## src/rtl/data_path.sv

```systemverilog
// Purpose: 32-bit register-file datapath with a single shared bus, a combinational ALU and a 64-bit Z result register.
// Latency: the bus and the ALU are combinational, and registers load on the rising Clock edge, so Z captures the result on the same edge the operands are on the bus.
// Backpressure: none; the enables are obeyed on every edge, and clear (async, active-high) zeroes all state and blocks loads.
// Optional feature: define DATA_PATH_MULDIV_EN to implement MUL/DIV; otherwise those opcodes yield 0.
module data_path (
  input  logic        Clock,
  input  logic        clear,
  input  logic        Read,
  input  logic [4:0]  op,
  input  logic [31:0] Mdatain,
  input  logic        R0out,  input logic R1out,  input logic R2out,  input logic R3out,
  input  logic        R4out,  input logic R5out,  input logic R6out,  input logic R7out,
  input  logic        R8out,  input logic R9out,  input logic R10out, input logic R11out,
  input  logic        R12out, input logic R13out, input logic R14out, input logic R15out,
  input  logic        HIOut,
  input  logic        LOout,
  input  logic        Zhighout,
  input  logic        Zlowout,
  input  logic        PCout,
  input  logic        MDRout,
  input  logic        InPortout,
  input  logic        Yout,
  input  logic        R0in,  input logic R1in,  input logic R2in,  input logic R3in,
  input  logic        R4in,  input logic R5in,  input logic R6in,  input logic R7in,
  input  logic        R8in,  input logic R9in,  input logic R10in, input logic R11in,
  input  logic        R12in, input logic R13in, input logic R14in, input logic R15in,
  input  logic        HIin,
  input  logic        Loin,
  input  logic        ZHighin,
  input  logic        Zlowin,
  input  logic        InPC,
  input  logic        MDRin,
  input  logic        InPortin,
  input  logic        Yin,
  output logic [31:0] BusOut,
  output logic [31:0] mdrData,
  output logic [31:0] BusMuxInR0,
  output logic [31:0] BusMuxInR1,
  output logic [31:0] BusMuxInR2,
  output logic [31:0] BusMuxInYOut
);

  localparam logic [4:0] OP_ADD  = 5'b00000;
  localparam logic [4:0] OP_SUB  = 5'b00001;
  localparam logic [4:0] OP_AND  = 5'b00010;
  localparam logic [4:0] OP_OR   = 5'b00011;
  localparam logic [4:0] OP_SHR  = 5'b00100;
  localparam logic [4:0] OP_SHRA = 5'b00101;
  localparam logic [4:0] OP_SHL  = 5'b00110;
  localparam logic [4:0] OP_ROR  = 5'b00111;
  localparam logic [4:0] OP_ROL  = 5'b01000;
  localparam logic [4:0] OP_MUL  = 5'b01001;
  localparam logic [4:0] OP_DIV  = 5'b01010;
  localparam logic [4:0] OP_NEG  = 5'b01011;
  localparam logic [4:0] OP_NOT  = 5'b01100;

  logic [31:0] r_q [16];
  logic [31:0] hi_q, lo_q, zhi_q, zlo_q, pc_q, mdr_q, inport_q, y_q;
  logic [31:0] zhi_d, zlo_d, mdr_d;

  logic [15:0] r_out, r_in;
  logic [23:0] src_en;
  logic [31:0] src_val [24];
  logic [31:0] bus;

  assign r_out = {R15out, R14out, R13out, R12out, R11out, R10out, R9out, R8out,
                  R7out,  R6out,  R5out,  R4out,  R3out,  R2out,  R1out, R0out};
  assign r_in  = {R15in, R14in, R13in, R12in, R11in, R10in, R9in, R8in,
                  R7in,  R6in,  R5in,  R4in,  R3in,  R2in,  R1in, R0in};

  // Source enables in bus priority order: index 0 wins.
  assign src_en = {Yout, InPortout, MDRout, PCout, Zlowout, Zhighout, LOout, HIOut, r_out};

  // Present every bus source's value at its priority index.
  always_comb begin
    for (int i = 0; i < 16; i++) src_val[i] = r_q[i];
    src_val[16] = hi_q;
    src_val[17] = lo_q;
    src_val[18] = zhi_q;
    src_val[19] = zlo_q;
    src_val[20] = pc_q;
    src_val[21] = mdr_q;
    src_val[22] = inport_q;
    src_val[23] = y_q;
  end

  // Priority bus mux: scan from lowest priority up so the lowest asserted index is what remains.
  always_comb begin
    bus = '0;
    for (int i = 23; i >= 0; i--) begin
      if (src_en[i]) bus = src_val[i];
    end
  end

  // ALU operands: A comes from Y, B is whatever is on the bus this cycle.
  logic [31:0]        alu_a, alu_b;
  logic signed [31:0] alu_a_s, alu_b_s;
  logic [4:0]         sh;
  logic [63:0]        rot_r, rot_l;
  logic [63:0]        alu_r;

  assign alu_a   = y_q;
  assign alu_b   = bus;
  assign alu_a_s = alu_a;
  assign alu_b_s = alu_b;
  assign sh      = alu_b[4:0];
  // Rotates via a doubled operand: the wrapped-around bits fall into the kept half.
  assign rot_r   = {alu_a, alu_a} >> sh;
  assign rot_l   = {alu_a, alu_a} << sh;

`ifdef DATA_PATH_MULDIV_EN
  logic signed [63:0] prod;
  logic signed [31:0] quo, rem;
  assign prod = alu_a_s * alu_b_s;
  assign quo  = (alu_b == '0) ? '0 : alu_a_s / alu_b_s;
  assign rem  = (alu_b == '0) ? '0 : alu_a_s % alu_b_s;
`endif

  // Combinational ALU; only MUL/DIV use the upper half of the result.
  always_comb begin
    alu_r = '0;
    case (op)
      OP_ADD:  alu_r[31:0] = alu_a + alu_b;
      OP_SUB:  alu_r[31:0] = alu_a - alu_b;
      OP_AND:  alu_r[31:0] = alu_a & alu_b;
      OP_OR:   alu_r[31:0] = alu_a | alu_b;
      OP_SHR:  alu_r[31:0] = alu_a >> sh;
      OP_SHRA: alu_r[31:0] = alu_a_s >>> sh;
      OP_SHL:  alu_r[31:0] = alu_a << sh;
      OP_ROR:  alu_r[31:0] = rot_r[31:0];
      OP_ROL:  alu_r[31:0] = rot_l[63:32];
`ifdef DATA_PATH_MULDIV_EN
      OP_MUL:  alu_r       = prod;
      OP_DIV:  alu_r       = {rem, quo};
`else
      OP_MUL:  alu_r       = '0;
      OP_DIV:  alu_r       = '0;
`endif
      OP_NEG:  alu_r[31:0] = -alu_b;
      OP_NOT:  alu_r[31:0] = ~alu_b;
      default: alu_r       = '0;
    endcase
  end

  // Next-state values for the registers that do not load straight from the bus.
  always_comb begin
    zhi_d = alu_r[63:32];
    zlo_d = alu_r[31:0];
    mdr_d = Read ? Mdatain : bus;
  end

  // Register file and special registers; clear zeroes everything without waiting for a clock.
  always_ff @(posedge Clock or posedge clear) begin
    if (clear) begin
      for (int i = 0; i < 16; i++) r_q[i] <= '0;
      hi_q     <= '0;
      lo_q     <= '0;
      zhi_q    <= '0;
      zlo_q    <= '0;
      pc_q     <= '0;
      mdr_q    <= '0;
      inport_q <= '0;
      y_q      <= '0;
    end else begin
      for (int i = 0; i < 16; i++) begin
        if (r_in[i]) r_q[i] <= bus;
      end
      if (HIin)     hi_q     <= bus;
      if (Loin)     lo_q     <= bus;
      if (ZHighin)  zhi_q    <= zhi_d;
      if (Zlowin)   zlo_q    <= zlo_d;
      if (InPC)     pc_q     <= bus;
      if (MDRin)    mdr_q    <= mdr_d;
      if (InPortin) inport_q <= bus;
      if (Yin)      y_q      <= bus;
    end
  end

  assign BusOut       = bus;
  assign mdrData      = mdr_q;
  assign BusMuxInR0   = r_q[0];
  assign BusMuxInR1   = r_q[1];
  assign BusMuxInR2   = r_q[2];
  assign BusMuxInYOut = y_q;

endmodule

```

## config.mk

```make
export PLATFORM = sky130hd
export DESIGN_NAME = data_path
export DESIGN_NICKNAME = d
export VERILOG_FILES = /design/src/rtl/data_path.sv
export SDC_FILE = /design/constraint.sdc
export NUM_CORES = 2
export LEC_CHECK = 0
export ABC_AREA = 1
export CAP_MARGIN = 20
export CORE_MARGIN = 1
export CORE_UTILIZATION = 44
export CTS_CLUSTER_DIAMETER = 50
export CTS_CLUSTER_SIZE = 28
export DETAILED_ROUTE_END_ITERATION = 10
export GPL_TIMING_DRIVEN = 0
export SYNTH_ARGS = -nofsm -noshare
export SYNTH_HDL_FRONTEND = slang
export SYNTH_SLANG_ARGS = --single-unit
```

## constraint.sdc

```tcl
create_clock -name Clock -period 29.4 [get_ports Clock]
set_input_delay 4.41 -clock Clock [delete_from_list [all_inputs] [get_ports Clock]]
set_output_delay 4.41 -clock Clock [all_outputs]
set_load 0.01 [all_outputs]
```

Yosys cells after proc, flatten, opt, wreduce, memory -nomap -nowiden

Index checks and enable logic that the tools add are counted.

Input bits: 88
Register bits: 736
Word-level logic and storage cells: 71

Reductions and logical operators: 1
Mux-type cells: 26
Add/sub/neg operators: 3
Shift-type cells: 5
Bitwise logic cells: 3
Equality and inequality tests: 10

Operator list:

| kind                                                | count |
|---|---|
| 2-to-1 mux 32 bit                                   | 25 |
| one-hot mux 32 bit (11 select lines)                | 1 |
| << shifter 64 x 5 -> 64 bit                         | 1 |
| >> shifter 64 x 5 -> 32 bit                         | 1 |
| adder 32 bit                                        | 1 |
| bitwise AND 32 bit                                  | 1 |
| negation 32 bit                                     | 1 |
| inverter 32 bit                                     | 1 |
| bitwise OR 32 bit                                   | 1 |
| << shifter 32 x 5 -> 32 bit                         | 1 |
| >> shifter 32 x 5 -> 32 bit                         | 1 |
| >>> shifter 32 x 5 -> 32 bit                        | 1 |
| subtractor 32 bit                                   | 1 |
| equality test 5 x 3 -> 1 bit, second input constant | 4 |
| equality test 5 x 4 -> 1 bit, second input constant | 3 |
| equality test 5 x 2 -> 1 bit, second input constant | 2 |
| equality test 5 x 1 -> 1 bit, second input constant | 1 |
| zero test 5 bit                                     | 1 |

Depth between registers and ports, before layout

Depth after elaboration: 26
Gate-level depth with buffers: 67
Gate-level depth less buffers: 63

Least setup slack after synthesis

Ideal clock, no wire load.

Path kind: input -> output
From: input MDRout
To: output BusOut[16]
Stages: 27
Data arrival time: 6.941 ns
Path slack: 18.049 ns
Path through: buf_4 -> buf_4 -> clkbuf_1 -> nand2_1 -> o21ai_0 -> o21ai_0 -> o211ai_1 -> nand2_1 -> o211ai_1 -> nand3_1 -> o211ai_1 -> nand3_1 -> o211ai_1 -> nand3_1 -> o211ai_1 -> nand3_1 -> o211ai_1 -> nand3_1 -> nand3_1 -> nand3_1 -> nand3_1 -> nand2_1 -> nand2_1 -> nand2_1 -> o21ai_1 -> buf_2 -> inv_1

Word-level cells in the longest chain between the ends: 22

Ends and longest elaborated chain:

| element                          | RTL line | source |
|---|---|---|
| from (decl)                      | 20       | `input logic MDRout,` |
| 2-to-1 mux 32 bit (22 in series) | 91       | `if (src_en[i]) bus = src_val[i];` |
| to (decl)                        | 35       | `output logic [31:0] BusOut,` |

Every way passes these cells.

Worst setup path in the final report

From: input Yout
To: output BusOut[29]

Word-level cells in the longest chain between the ends: 24

Ends and longest elaborated chain:

| element                          | RTL line | source |
|---|---|---|
| from (decl)                      | 22       | `input logic Yout,` |
| 2-to-1 mux 32 bit (24 in series) | 91       |  |

Every way passes these cells.

==> run summary <==
=================================================================================
Result of the run                                                    finished clean
Number of max-cap violations                                                    0
Number of port buffers                                                        265
Type of the tightest min-delay check                                 flip-flop to flip-flop
Relative slew slack                                                         0.161
Vias                                                                        52200
First-pass GRT wire length                                                 356 mm
ANT nets after route                                                            0
Largest stage delay on the critical path                                   840 ps
Die Area                                                               104000 µm²
Cell with the largest stage delay on the worst path                  sky130_fd_sc_hd__buf_2
Smallest setup slack after layout                                        14070 ps
Area Overhead vs Synth                                                      17.4%
Global placer's final weighted congestion                                    1.12
Register-to-register setup slack                                         18460 ps
Hpwl dp                                                                    195 mm
Area post-placement                                                     49900 µm²
Max IR drop VDD                                                         0.0491 mV
Maximum buffer depth of the clock tree                                          3
Clk slew on worst S/H paths                                                 60 ps
Number of global-route vias before repair                                   47000
Number of antenna violations at the first check in global routing              22
Kind of critical path                                                input port to output port
Data arrival, critical path                                              10920 ps
Number of storage elements in the synthesis netlist                           736
Placeable core region                                                  102000 µm²
Fraction of the yosys area taken by sequential cells                        0.408
Post-DR wirelength/cell                                                   31.1 µm
Die outline height                                                         322 µm
Pin count of the biggest net entering global routing                          127
Average vias per placed instance                                             6.27
Endpoint class of the critical path                                   output port
Final critical-path required period                                      15330 ps
Power density over cell area                                          72.1 nW/µm²
Post-layout net count                                                        7039
Fin Setup TNS                                                                0 ps
Overflow left after global routing                                              0
RSZ-0062 raised after global routing                                           no
Syn_nets                                                                     6671
Maximum fanout along the worst path                                            11
Count of warnings emitted by yosys                                              0
Worst Setup Slack post-DPL                                               14510 ps
Worst-Skew Late Latency                                                    700 ps
Pin slew with the least headroom to its limit                             1260 ps
Ratio of cells with drive above 1 in the final layout                      0.0703
DRC viols                                                                       0
Final worst path period share                                               0.521
Drt total wl                                                               259 mm
Data required time at the worst endpoint                                 24990 ps
Count of pins on the block boundary                                           280
Total CTS buffers                                                              84
Count of filler cells inserted in the layout                                10200
Hold buffer count at cts                                                        0
Total global-route track usage                                              0.490
Main flop type after synthesis                                       sky130_fd_sc_hd__dfrtp_1
Synth async-reset ratio                                                      1.00
Setup violators final                                                           0
Dpl cells                                                                    8133
DRC marker count from the first detailed-route iteration                     8728
Number of distinct library cells after synthesis                               49
Tightest hold margin                                                       480 ps
Number of standard cells in the final layout excluding fillers               8326
Site row count                                                                117
Sink count of the clock tree                                                  736
Maximum clock frequency                                                0.0652 GHz
Clock tree from TritonCTS                                                    done
Horizontal die dimension                                                   322 µm
Cell count after synthesis                                                   6486
Starting density of the core                                                0.444
Leakage power of the design                                               24.8 nW
Resized Gates After CTS                                                         0
Number of optimization iterations in the first detailed-route pass              7
Average cell area after synthesis                                        6.96 µm²
Netlist Area Pre-Place                                                  45200 µm²
Finished layout cell area                                               53000 µm²
Worst-case clock skew                                                     53.9 ps
Number of levels in the clock H-tree                                            3
Final hold vios                                                                 0
Max-slew violation count                                                        0
Master cell of the clock root buffer                                 sky130_fd_sc_hd__clkbuf_16
Critical Path Most Common Cell                                       sky130_fd_sc_hd__nand3_1
Postcts setup bufs                                                              0
Kind of start point of the critical path                               input port
Number of synthesized flops with an enable pin                                  0
=================================================================================
sequential cells by signal, indices dropped and copies added (netlist names):
signal        count
pc_q             32
mdrData          32
BusMuxInR0       32
BusMuxInR2       32
BusMuxInYOut     32
lo_q             32
zlo_q            32
inport_q         32
hi_q             32
BusMuxInR1       32
r_q             416
per-stage QoR:
step | power (W) | utilization
final | 0.00383 | 0.521
after global routing | 0.00392 | 0.520
after CTS | 0.00373 | 0.520
after detailed placement | 0.00260 | 0.490
after global placement | 0.00259 | 0.487
after floorplan | 0.00196 | -
metal layers:
| metal | GRT usage | routed length, µm |
|---|---|---|
| met5 | 0 | 212 |
| met4 | 0.328 | 19500 |
| met3 | 0.159 | 36000 |
| met2 | 0.678 | 104000 |
| met1 | 0.650 | 99300 |
worst max-delay path: cells and delay by family:
family	cells	cell delay, ps
and+or+nand+nor	20	3370
AOI/OAI and AO/OA	4	700
buffers and inverters	5	2410
final timing paths:
kind                                      start         end  cells past startpoint
min in group asynchronous                 clear    r_q[124]                      2
worst min-delay path                    r_q[34]     r_q[34]                      2
worst max register to register  BusMuxInYOut[4]   zlo_q[29]                     54
max in group asynchronous                 clear  mdrData[9]                      4
worst min register to register          r_q[34]     r_q[34]                      2
worst max-delay path                       Yout  BusOut[29]                     29
cell families after synthesis:
group                    after synthesis  synth area share
AND/OR/NAND/NOR                     3268             0.303
adder cells (fa/ha/maj)               97            0.0272
flip-flops                           736             0.408
buffers and inverters                975            0.0944
AO/OA/AOI/OAI                       1404             0.167
XOR/XNOR                               6           0.00116
synth_stat cells (2+ instances only):
master / number / area share
sky130_fd_sc_hd__a221oi_1: 2 / 0.00039
sky130_fd_sc_hd__nand3_1: 812 / 0.090
sky130_fd_sc_hd__and2_1: 2 / 0.00028
sky130_fd_sc_hd__buf_6: 9 / 0.0022
sky130_fd_sc_hd__nor4_1: 2 / 0.00028
sky130_fd_sc_hd__ha_1: 95 / 0.026
sky130_fd_sc_hd__o211ai_1: 124 / 0.021
sky130_fd_sc_hd__o21ai_0: 864 / 0.096
sky130_fd_sc_hd__a31oi_1: 10 / 0.0014
sky130_fd_sc_hd__xor2_1: 5 / 0.00097
sky130_fd_sc_hd__o21bai_1: 2 / 0.00033
sky130_fd_sc_hd__nand2_1: 2112 / 0.18
sky130_fd_sc_hd__a21oi_1: 299 / 0.033
sky130_fd_sc_hd__fa_1: 2 / 0.00089
sky130_fd_sc_hd__nand2_2: 5 / 0.00069
sky130_fd_sc_hd__a211oi_1: 4 / 0.00066
sky130_fd_sc_hd__nand3b_1: 13 / 0.0022
sky130_fd_sc_hd__inv_1: 403 / 0.033
sky130_fd_sc_hd__nor3_1: 13 / 0.0014
sky130_fd_sc_hd__o21a_1: 5 / 0.00083
sky130_fd_sc_hd__a22oi_1: 5 / 0.00083
sky130_fd_sc_hd__inv_2: 4 / 0.00033
sky130_fd_sc_hd__inv_4: 2 / 0.00028
sky130_fd_sc_hd__o221ai_1: 15 / 0.0029
sky130_fd_sc_hd__a21o_1: 4 / 0.00066
sky130_fd_sc_hd__buf_1: 36 / 0.0030
sky130_fd_sc_hd__buf_4: 111 / 0.018
sky130_fd_sc_hd__nor2_1: 201 / 0.017
sky130_fd_sc_hd__o221a_2: 2 / 0.00050
sky130_fd_sc_hd__o21ai_1: 36 / 0.0040
sky130_fd_sc_hd__clkbuf_1: 304 / 0.025
sky130_fd_sc_hd__nand2_4: 2 / 0.00050
sky130_fd_sc_hd__clkinv_1: 15 / 0.0012
sky130_fd_sc_hd__nand4_1: 25 / 0.0035
sky130_fd_sc_hd__or2_2: 77 / 0.011
sky130_fd_sc_hd__dfrtp_1: 736 / 0.41
sky130_fd_sc_hd__buf_2: 91 / 0.010
sky130_fd_sc_hd__o22ai_1: 26 / 0.0036
layout make-up:
type	count	area, µm²	share of cell area
diodes	35	87.6	0.00165
plain buffers	551	2680	0.0505
clock buffers	95	2210	0.0418
clock inverters	60	783	0.0148
inverters	424	1600	0.0302
multi-input cells	4775	22500	0.424
flip-flops and latches	736	18400	0.347
well taps	1368	1710	0.0323
repair buffers	282	3040	0.0572
cells in the final DEF, fill, tap and decap left out, types with 13 or more instances in the layout:
cell type,n
sky130_fd_sc_hd__nor2_1,201
sky130_fd_sc_hd__or2_2,77
sky130_fd_sc_hd__nand3b_1,13
sky130_fd_sc_hd__inv_1,402
sky130_fd_sc_hd__nor3_1,13
sky130_fd_sc_hd__clkdlybuf4s50_1,265
sky130_fd_sc_hd__o211ai_1,124
sky130_fd_sc_hd__nand2_1,2112
sky130_fd_sc_hd__o21ai_0,864
sky130_fd_sc_hd__a21oi_1,299
sky130_fd_sc_hd__clkinv_1,15
sky130_fd_sc_hd__clkbuf_1,300
sky130_fd_sc_hd__nand3_1,812
sky130_fd_sc_hd__o221ai_1,15
sky130_fd_sc_hd__o21ai_1,34
sky130_fd_sc_hd__diode_2,35
sky130_fd_sc_hd__buf_2,92
sky130_fd_sc_hd__clkbuf_16,85
sky130_fd_sc_hd__nand4_1,25
sky130_fd_sc_hd__buf_4,111
sky130_fd_sc_hd__ha_1,95
sky130_fd_sc_hd__o22ai_1,26
sky130_fd_sc_hd__buf_1,36
sky130_fd_sc_hd__dfrtp_1,736
power by group:
group / total (W) / leakage (nW) / switching, W / internal [W]
sequential: 0.00129 / 9.22 / 0.000124 / 0.00117
clock: 0.00114 / 1.44 / 0.000508 / 0.000636
combinational: 0.00139 / 14.2 / 0.00100 / 0.000385
(Power assumes the default switching activity.)
